## src/rtl/des_key_schedule_ctrl.sv

```systemverilog
`timescale 1ns/1ps
`default_nettype none
// ============================================================================
//  Module   : des_key_schedule_ctrl
//  Brief    : Sequences a DES subkey generator through keyid 1..16 for a
//             latched 64-bit key, stores the 16 returned 48-bit subkeys in a
//             local bank and serves them to the round engine by round number
//             in encrypt or decrypt order.
//  Revision : 1.0 - initial release
// ============================================================================
module des_key_schedule_ctrl #(
    parameter int GEN_LAT = 8,   // pulse-to-sample latency of the generator (>=6)
    parameter int GEN_GAP = 1    // idle cycles after each sample (>=1)
) (
    input  logic        clk,
    input  logic        rst_n,
    input  logic        key_valid,
    output logic        key_ready,
    input  logic [63:0] key_in,
    input  logic        abort,
    output logic        gen_start,
    output logic [5:0]  gen_keyid,
    output logic [63:0] gen_key,
    input  logic [47:0] gen_branchkey,
    output logic        busy,
    output logic        sched_done,
    output logic        bank_valid,
    input  logic        rd_en,
    input  logic [3:0]  rd_round,
    input  logic        rd_decrypt,
    output logic [47:0] rd_subkey,
    output logic        rd_valid
);

    localparam int                 c_CNT_W     = $clog2(GEN_LAT + GEN_GAP + 1);
    localparam logic [c_CNT_W-1:0] c_PRIME_END = c_CNT_W'(GEN_LAT + GEN_GAP);
    localparam logic [c_CNT_W-1:0] c_LAT_END   = c_CNT_W'(GEN_LAT);
    localparam logic [c_CNT_W-1:0] c_GAP_END   = c_CNT_W'(GEN_GAP);
    localparam logic [c_CNT_W-1:0] c_CNT_ONE   = c_CNT_W'(1);

    typedef enum logic [2:0] {
        ST_IDLE  = 3'd0,
        ST_PRIME = 3'd1,
        ST_ISSUE = 3'd2,
        ST_WAIT  = 3'd3,
        ST_GAP   = 3'd4
    } state_t;

    state_t             r_state;
    state_t             w_state_nxt;
    logic [c_CNT_W-1:0] r_cnt;
    logic [c_CNT_W-1:0] w_cnt_nxt;
    logic [3:0]         r_k;
    logic [3:0]         w_k_nxt;
    logic               w_accept;
    logic               w_capture;
    logic               w_done;
    logic               w_gen_start;
    logic [63:0]        r_gen_key;
    logic               r_bank_valid;
    logic [47:0]        r_bank [16];
    logic [3:0]         w_rd_addr;
    logic               w_rd_hit;
    logic               r_rd_valid;
    logic [47:0]        r_rd_subkey;

    // State, phase counter and subkey index registers
    always_ff @(posedge clk or negedge rst_n) begin
        if (!rst_n) begin
            r_state <= ST_IDLE;
            r_cnt   <= '0;
            r_k     <= '0;
        end else begin
            r_state <= w_state_nxt;
            r_cnt   <= w_cnt_nxt;
            r_k     <= w_k_nxt;
        end
    end

    // Next-state logic; PRIME's discarded result means its pulse is the
    // first of 17, the remaining 16 fill the bank in keyid order
    always_comb begin
        w_state_nxt = r_state;
        w_cnt_nxt   = r_cnt;
        w_k_nxt     = r_k;
        w_accept    = 1'b0;
        w_capture   = 1'b0;
        w_done      = 1'b0;
        w_gen_start = 1'b0;
        case (r_state)
            ST_IDLE: begin
                if (key_valid) begin
                    w_accept    = 1'b1;
                    w_state_nxt = ST_PRIME;
                    w_cnt_nxt   = '0;
                    w_k_nxt     = '0;
                end
            end
            ST_PRIME: begin
                w_gen_start = (r_cnt == '0);
                if (r_cnt == c_PRIME_END) begin
                    w_state_nxt = ST_ISSUE;
                    w_cnt_nxt   = '0;
                end else begin
                    w_cnt_nxt = r_cnt + c_CNT_ONE;
                end
            end
            ST_ISSUE: begin
                w_gen_start = 1'b1;
                w_state_nxt = ST_WAIT;
                w_cnt_nxt   = c_CNT_ONE;
            end
            ST_WAIT: begin
                if (r_cnt == c_LAT_END) begin
                    w_capture   = 1'b1;
                    w_state_nxt = ST_GAP;
                    w_cnt_nxt   = c_CNT_ONE;
                end else begin
                    w_cnt_nxt = r_cnt + c_CNT_ONE;
                end
            end
            ST_GAP: begin
                if (r_cnt == c_GAP_END) begin
                    w_cnt_nxt = '0;
                    if (r_k == 4'd15) begin
                        w_done      = 1'b1;
                        w_state_nxt = ST_IDLE;
                    end else begin
                        w_k_nxt     = r_k + 4'd1;
                        w_state_nxt = ST_ISSUE;
                    end
                end else begin
                    w_cnt_nxt = r_cnt + c_CNT_ONE;
                end
            end
            default: begin
                w_state_nxt = ST_IDLE;
            end
        endcase
        // Abort wins over everything, including a completion in the same cycle
        if (abort && (r_state != ST_IDLE)) begin
            w_state_nxt = ST_IDLE;
            w_cnt_nxt   = '0;
            w_capture   = 1'b0;
            w_done      = 1'b0;
        end
    end

    // Key latch and bank-valid flag; the flag only rises on a full schedule
    always_ff @(posedge clk or negedge rst_n) begin
        if (!rst_n) begin
            r_gen_key    <= '0;
            r_bank_valid <= 1'b0;
        end else begin
            if (w_accept) begin
                r_gen_key <= key_in;
            end
            if (w_accept) begin
                r_bank_valid <= 1'b0;
            end else if (w_done) begin
                r_bank_valid <= 1'b1;
            end
        end
    end

    // Subkey bank; contents are meaningless until bank_valid, so no reset
    always_ff @(posedge clk) begin
        if (w_capture) begin
            r_bank[r_k] <= gen_branchkey;
        end
    end

    assign w_rd_addr = rd_decrypt ? (4'd15 - rd_round) : rd_round;
    assign w_rd_hit  = rd_en & r_bank_valid;

    // Registered read port, zero data whenever the read is not valid
    always_ff @(posedge clk or negedge rst_n) begin
        if (!rst_n) begin
            r_rd_valid  <= 1'b0;
            r_rd_subkey <= '0;
        end else begin
            r_rd_valid  <= w_rd_hit;
            r_rd_subkey <= w_rd_hit ? r_bank[w_rd_addr] : 48'd0;
        end
    end

    assign key_ready  = (r_state == ST_IDLE);
    assign busy       = (r_state != ST_IDLE);
    assign gen_start  = w_gen_start;
    assign gen_keyid  = {2'b00, r_k} + 6'd1;
    assign gen_key    = r_gen_key;
    assign sched_done = w_done;
    assign bank_valid = r_bank_valid;
    assign rd_valid   = r_rd_valid;
    assign rd_subkey  = r_rd_subkey;

endmodule
`default_nettype wire

```

## config.mk

```make
export PLATFORM = sky130hd
export DESIGN_NAME = des_key_schedule_ctrl
export DESIGN_NICKNAME = d
export VERILOG_FILES = /design/src/rtl/des_key_schedule_ctrl.sv
export SDC_FILE = /design/constraint.sdc
export NUM_CORES = 1
export LEC_CHECK = 0
export CAP_MARGIN = 5
export CORE_UTILIZATION = 58
export DETAILED_ROUTE_END_ITERATION = 8
export DONT_BUFFER_PORTS = 1
export PLACE_DENSITY = 0.72
export SETUP_SLACK_MARGIN = 0.1
export SLEW_MARGIN = 30
export SYNTH_ARGS = -nofsm -noshare
export SYNTH_HDL_FRONTEND = slang
export SYNTH_SLANG_ARGS = --single-unit
```

## constraint.sdc

```tcl
create_clock -name clk -period 15.5 [get_ports clk]
set_input_delay 1.55 -clock clk [delete_from_list [all_inputs] [get_ports clk]]
set_output_delay 1.55 -clock clk [all_outputs]
set_load 0.02 [all_outputs]
```

==> reports/qor.csv <==
metric,value,unit
worst vdd ir,86.6,uV
"Seq/Total Area, Yosys",65.9,%
pre-CTS setup slack,11.04,ns
final hold slack,0.554,ns
Max-Cap Viols,0,
clk sinks,893,
input/output buffers,0,
"slowest stage cell, crit path",nor2_4,
initial DRC count,3013,
Residual DRC,0,
clock transition at the registers of the reported paths,0.06,ns
number of global-route vias before repair,25273,
Switching Fraction,21.8,%
Reg power frac,52.5,%
via count,25075,
P&R area growth vs syn,9.26,%
CP max FO,395,
fin area,0.0435,mm2
first-pass GRT wire length,159000,um
clk_lat worst skew,0.65,ns
WL per Instance,31.2,um
Placed Area,0.0404,mm2
yosys warns,0,
mean post-synth cell area,15.3,um2
Slew @ Worst Pin,1.40,ns
#FFs+latches synth,893,
die height,264,um
"commonest non-fill, non-tap cell in the layout",edfxtp_1,
GRT overflow,0,
"Cell Chain, Critical Path","clkinv_2, nor2_4, buf_4, a22oi_1, o211ai_1, a31oi_1",
"Hold-fix buffers, CTS",0,
clk buf depth,3,
outcome,"complete, no violations",
core area,0.0675,mm2
total track usage,30.8,%
endpoints failing setup,0,
"Hold Vio Cnt, Final",0,
share of cells above drive strength 1,14.6,%
Non-Filler Instances,3476,
R2R cell count,7,
Gate Count Post-Synth,2604,
die area,0.0696,mm2
Crit path required time,15.96,ns
highest-count cells in the layout ignoring fill and taps,"edfxtp_1 (768), mux2i_1 (379), a22oi_1 (188)",
Final nets,2657,
Max stage delay on crit path,0.97,ns
Hold Path End,r_cnt[1]$_DFFE_PN0P_,
unrepaired setup endpoints after global routing,false,
PD cells,119,mW/mm2
Cells after DPL,3305,
skew final,0.0195,ns
post-DP HPWL,54700,um
Internal,4.05,mW
total negative slack,0,ns
initial antenna violation count,0,
Final period util,27.2,%
ys async rst share,14.0,%
die width,264,um
Logic pwr share,5.6,%
vias per cell,7.21,
Ports,246,
Routed Antenna Nets,0,
Netlist Area Pre-Place,0.0398,mm2
Arrival @ worst endpoint,4.67,ns
fin. max-slew vios,0,
Clk pwr share,42.0,%
final critical-path required period,4.21,ns
critical path class,in2reg,
num rows,95,
pin count of the biggest net entering global routing,396,
drt pass-1 iters,5,
Crit. End Element,flip-flop,
Worst Hold Depth,1,
postcts setup bufs,0,
H-tree depth,3,
Post-synth EDFFs,768,
Critical Path Start,rd_round[1],
switching power,1.13,mW
FF-to-FF setup slack,12.01,ns
Power Total,5.17,mW
worst hold start,r_cnt[1]$_DFFE_PN0P_,
ys flop type,edfxtp_1,
Syn Nets,2733,
Routed WL,108000,um
number of antenna cells inserted,0,
Reg2Reg Capture Point,r_bank[4][28]$_DFFE_PP_,
slew margin rel.,6.89,%
worst flop-to-flop path startpoint,r_cnt[0]$_DFFE_PN0P_,
total CTS buffers,92,
Yosys cell types,47,
Fmax,237,MHz
post-route setup slack,11.29,ns
leakage,14.9,nW
CTS root buf,clkbuf_16,
CTS resizes,0,
"Core Util, Final",64.4,%
hold crit path type,reg2reg,
crit start category,input pin,
Initial Util,58.9,%
CTS tree,done,
Final GP Congestion,0.839,
final cells by class:
cell class,count,area [um2]
flip-flops and latches,893,26200
fillers,4628,24100
multi-input cells,1481,12800
clock buffers,129,2560
well taps,873,1090
repair buffers,45,402
clock inverters,40,392
inverters,15,57.6
routing by layer:
| metal | vias to the layer above | wire length (um) | global-route usage, % |
|---|---|---|---|
| met1 | 12798 | 41000 | 40.0 |
| met5 | - | 0 | 0 |
| met4 | 0 | 3850 | 12.8 |
| li1 | 10440 | - | - |
| met3 | 263 | 11200 | 6.13 |
| met2 | 1574 | 52500 | 51.0 |
sequential cells by signal (all words and copies together) (netlist names):
name / count
r_state: 3
bank_valid: 1
r_cnt: 4
r_k: 4
gen_key: 64
rd_valid: 1
r_bank: 768
rd_subkey: 48
cell usage after synthesis, drive strengths merged, types with 15 or more instances:
library cell	n	area, um2
edfxtp	768	23100
mux2i	379	3790
a22oi	188	1410
a21oi	147	736
dfrtp	125	3130
buf	113	606
nand2	112	420
clkbuf	102	383
o21ai	100	500
o22ai	98	613
mux4	95	2140
o211ai	95	713
mux2	64	721
a31oi	50	313
a311o	47	470
nor2	22	82.6
inv	15	56.3
kinds of logic after synthesis:
logic type / count (synthesis) / share of synthesized area (%)
simple gates: 183 / 2.03
flops: 893 / 65.9
compound gates: 746 / 12.4
buf+inv: 230 / 2.63
xor+xnor: 6 / 0.132
fa+ha+maj: 7 / 0.220
mux: 538 / 16.7
other cells: 1 / 0.00943
worst max-delay path, delay by kind of cell:
kind            cells  cell delay, ns
buf+inv             2            1.38
simple gates        1            0.97
compound gates      3            0.44
power by group through the flow:
stage	sequential (mW)	combinational [mW]	clock [mW]
2_1_floorplan	2.75	0.248	0
6_report	2.71	0.289	2.17
5_1_grt	2.72	0.303	2.28
4_1_cts	2.71	0.281	2.19
3_3_place_gp	2.76	0.272	0
3_5_place_dp	2.76	0.280	0
worst max-delay path by stage:
stage                                    to  slack (ns)  cells past startpoint
finish              rd_subkey[27]$_DFF_PN0_       11.29                      6
detailed placement   rd_subkey[2]$_DFF_PN0_       11.04                      7
CTS                              sched_done       11.57                      4
global placement    rd_subkey[28]$_DFF_PN0_       11.08                      7
global route        rd_subkey[27]$_DFF_PN0_       11.14                      6
floorplan           r_bank[15][0]$_DFFE_PP_        8.66                      2
No activity file was read; power rests on OpenSTA's default activity.
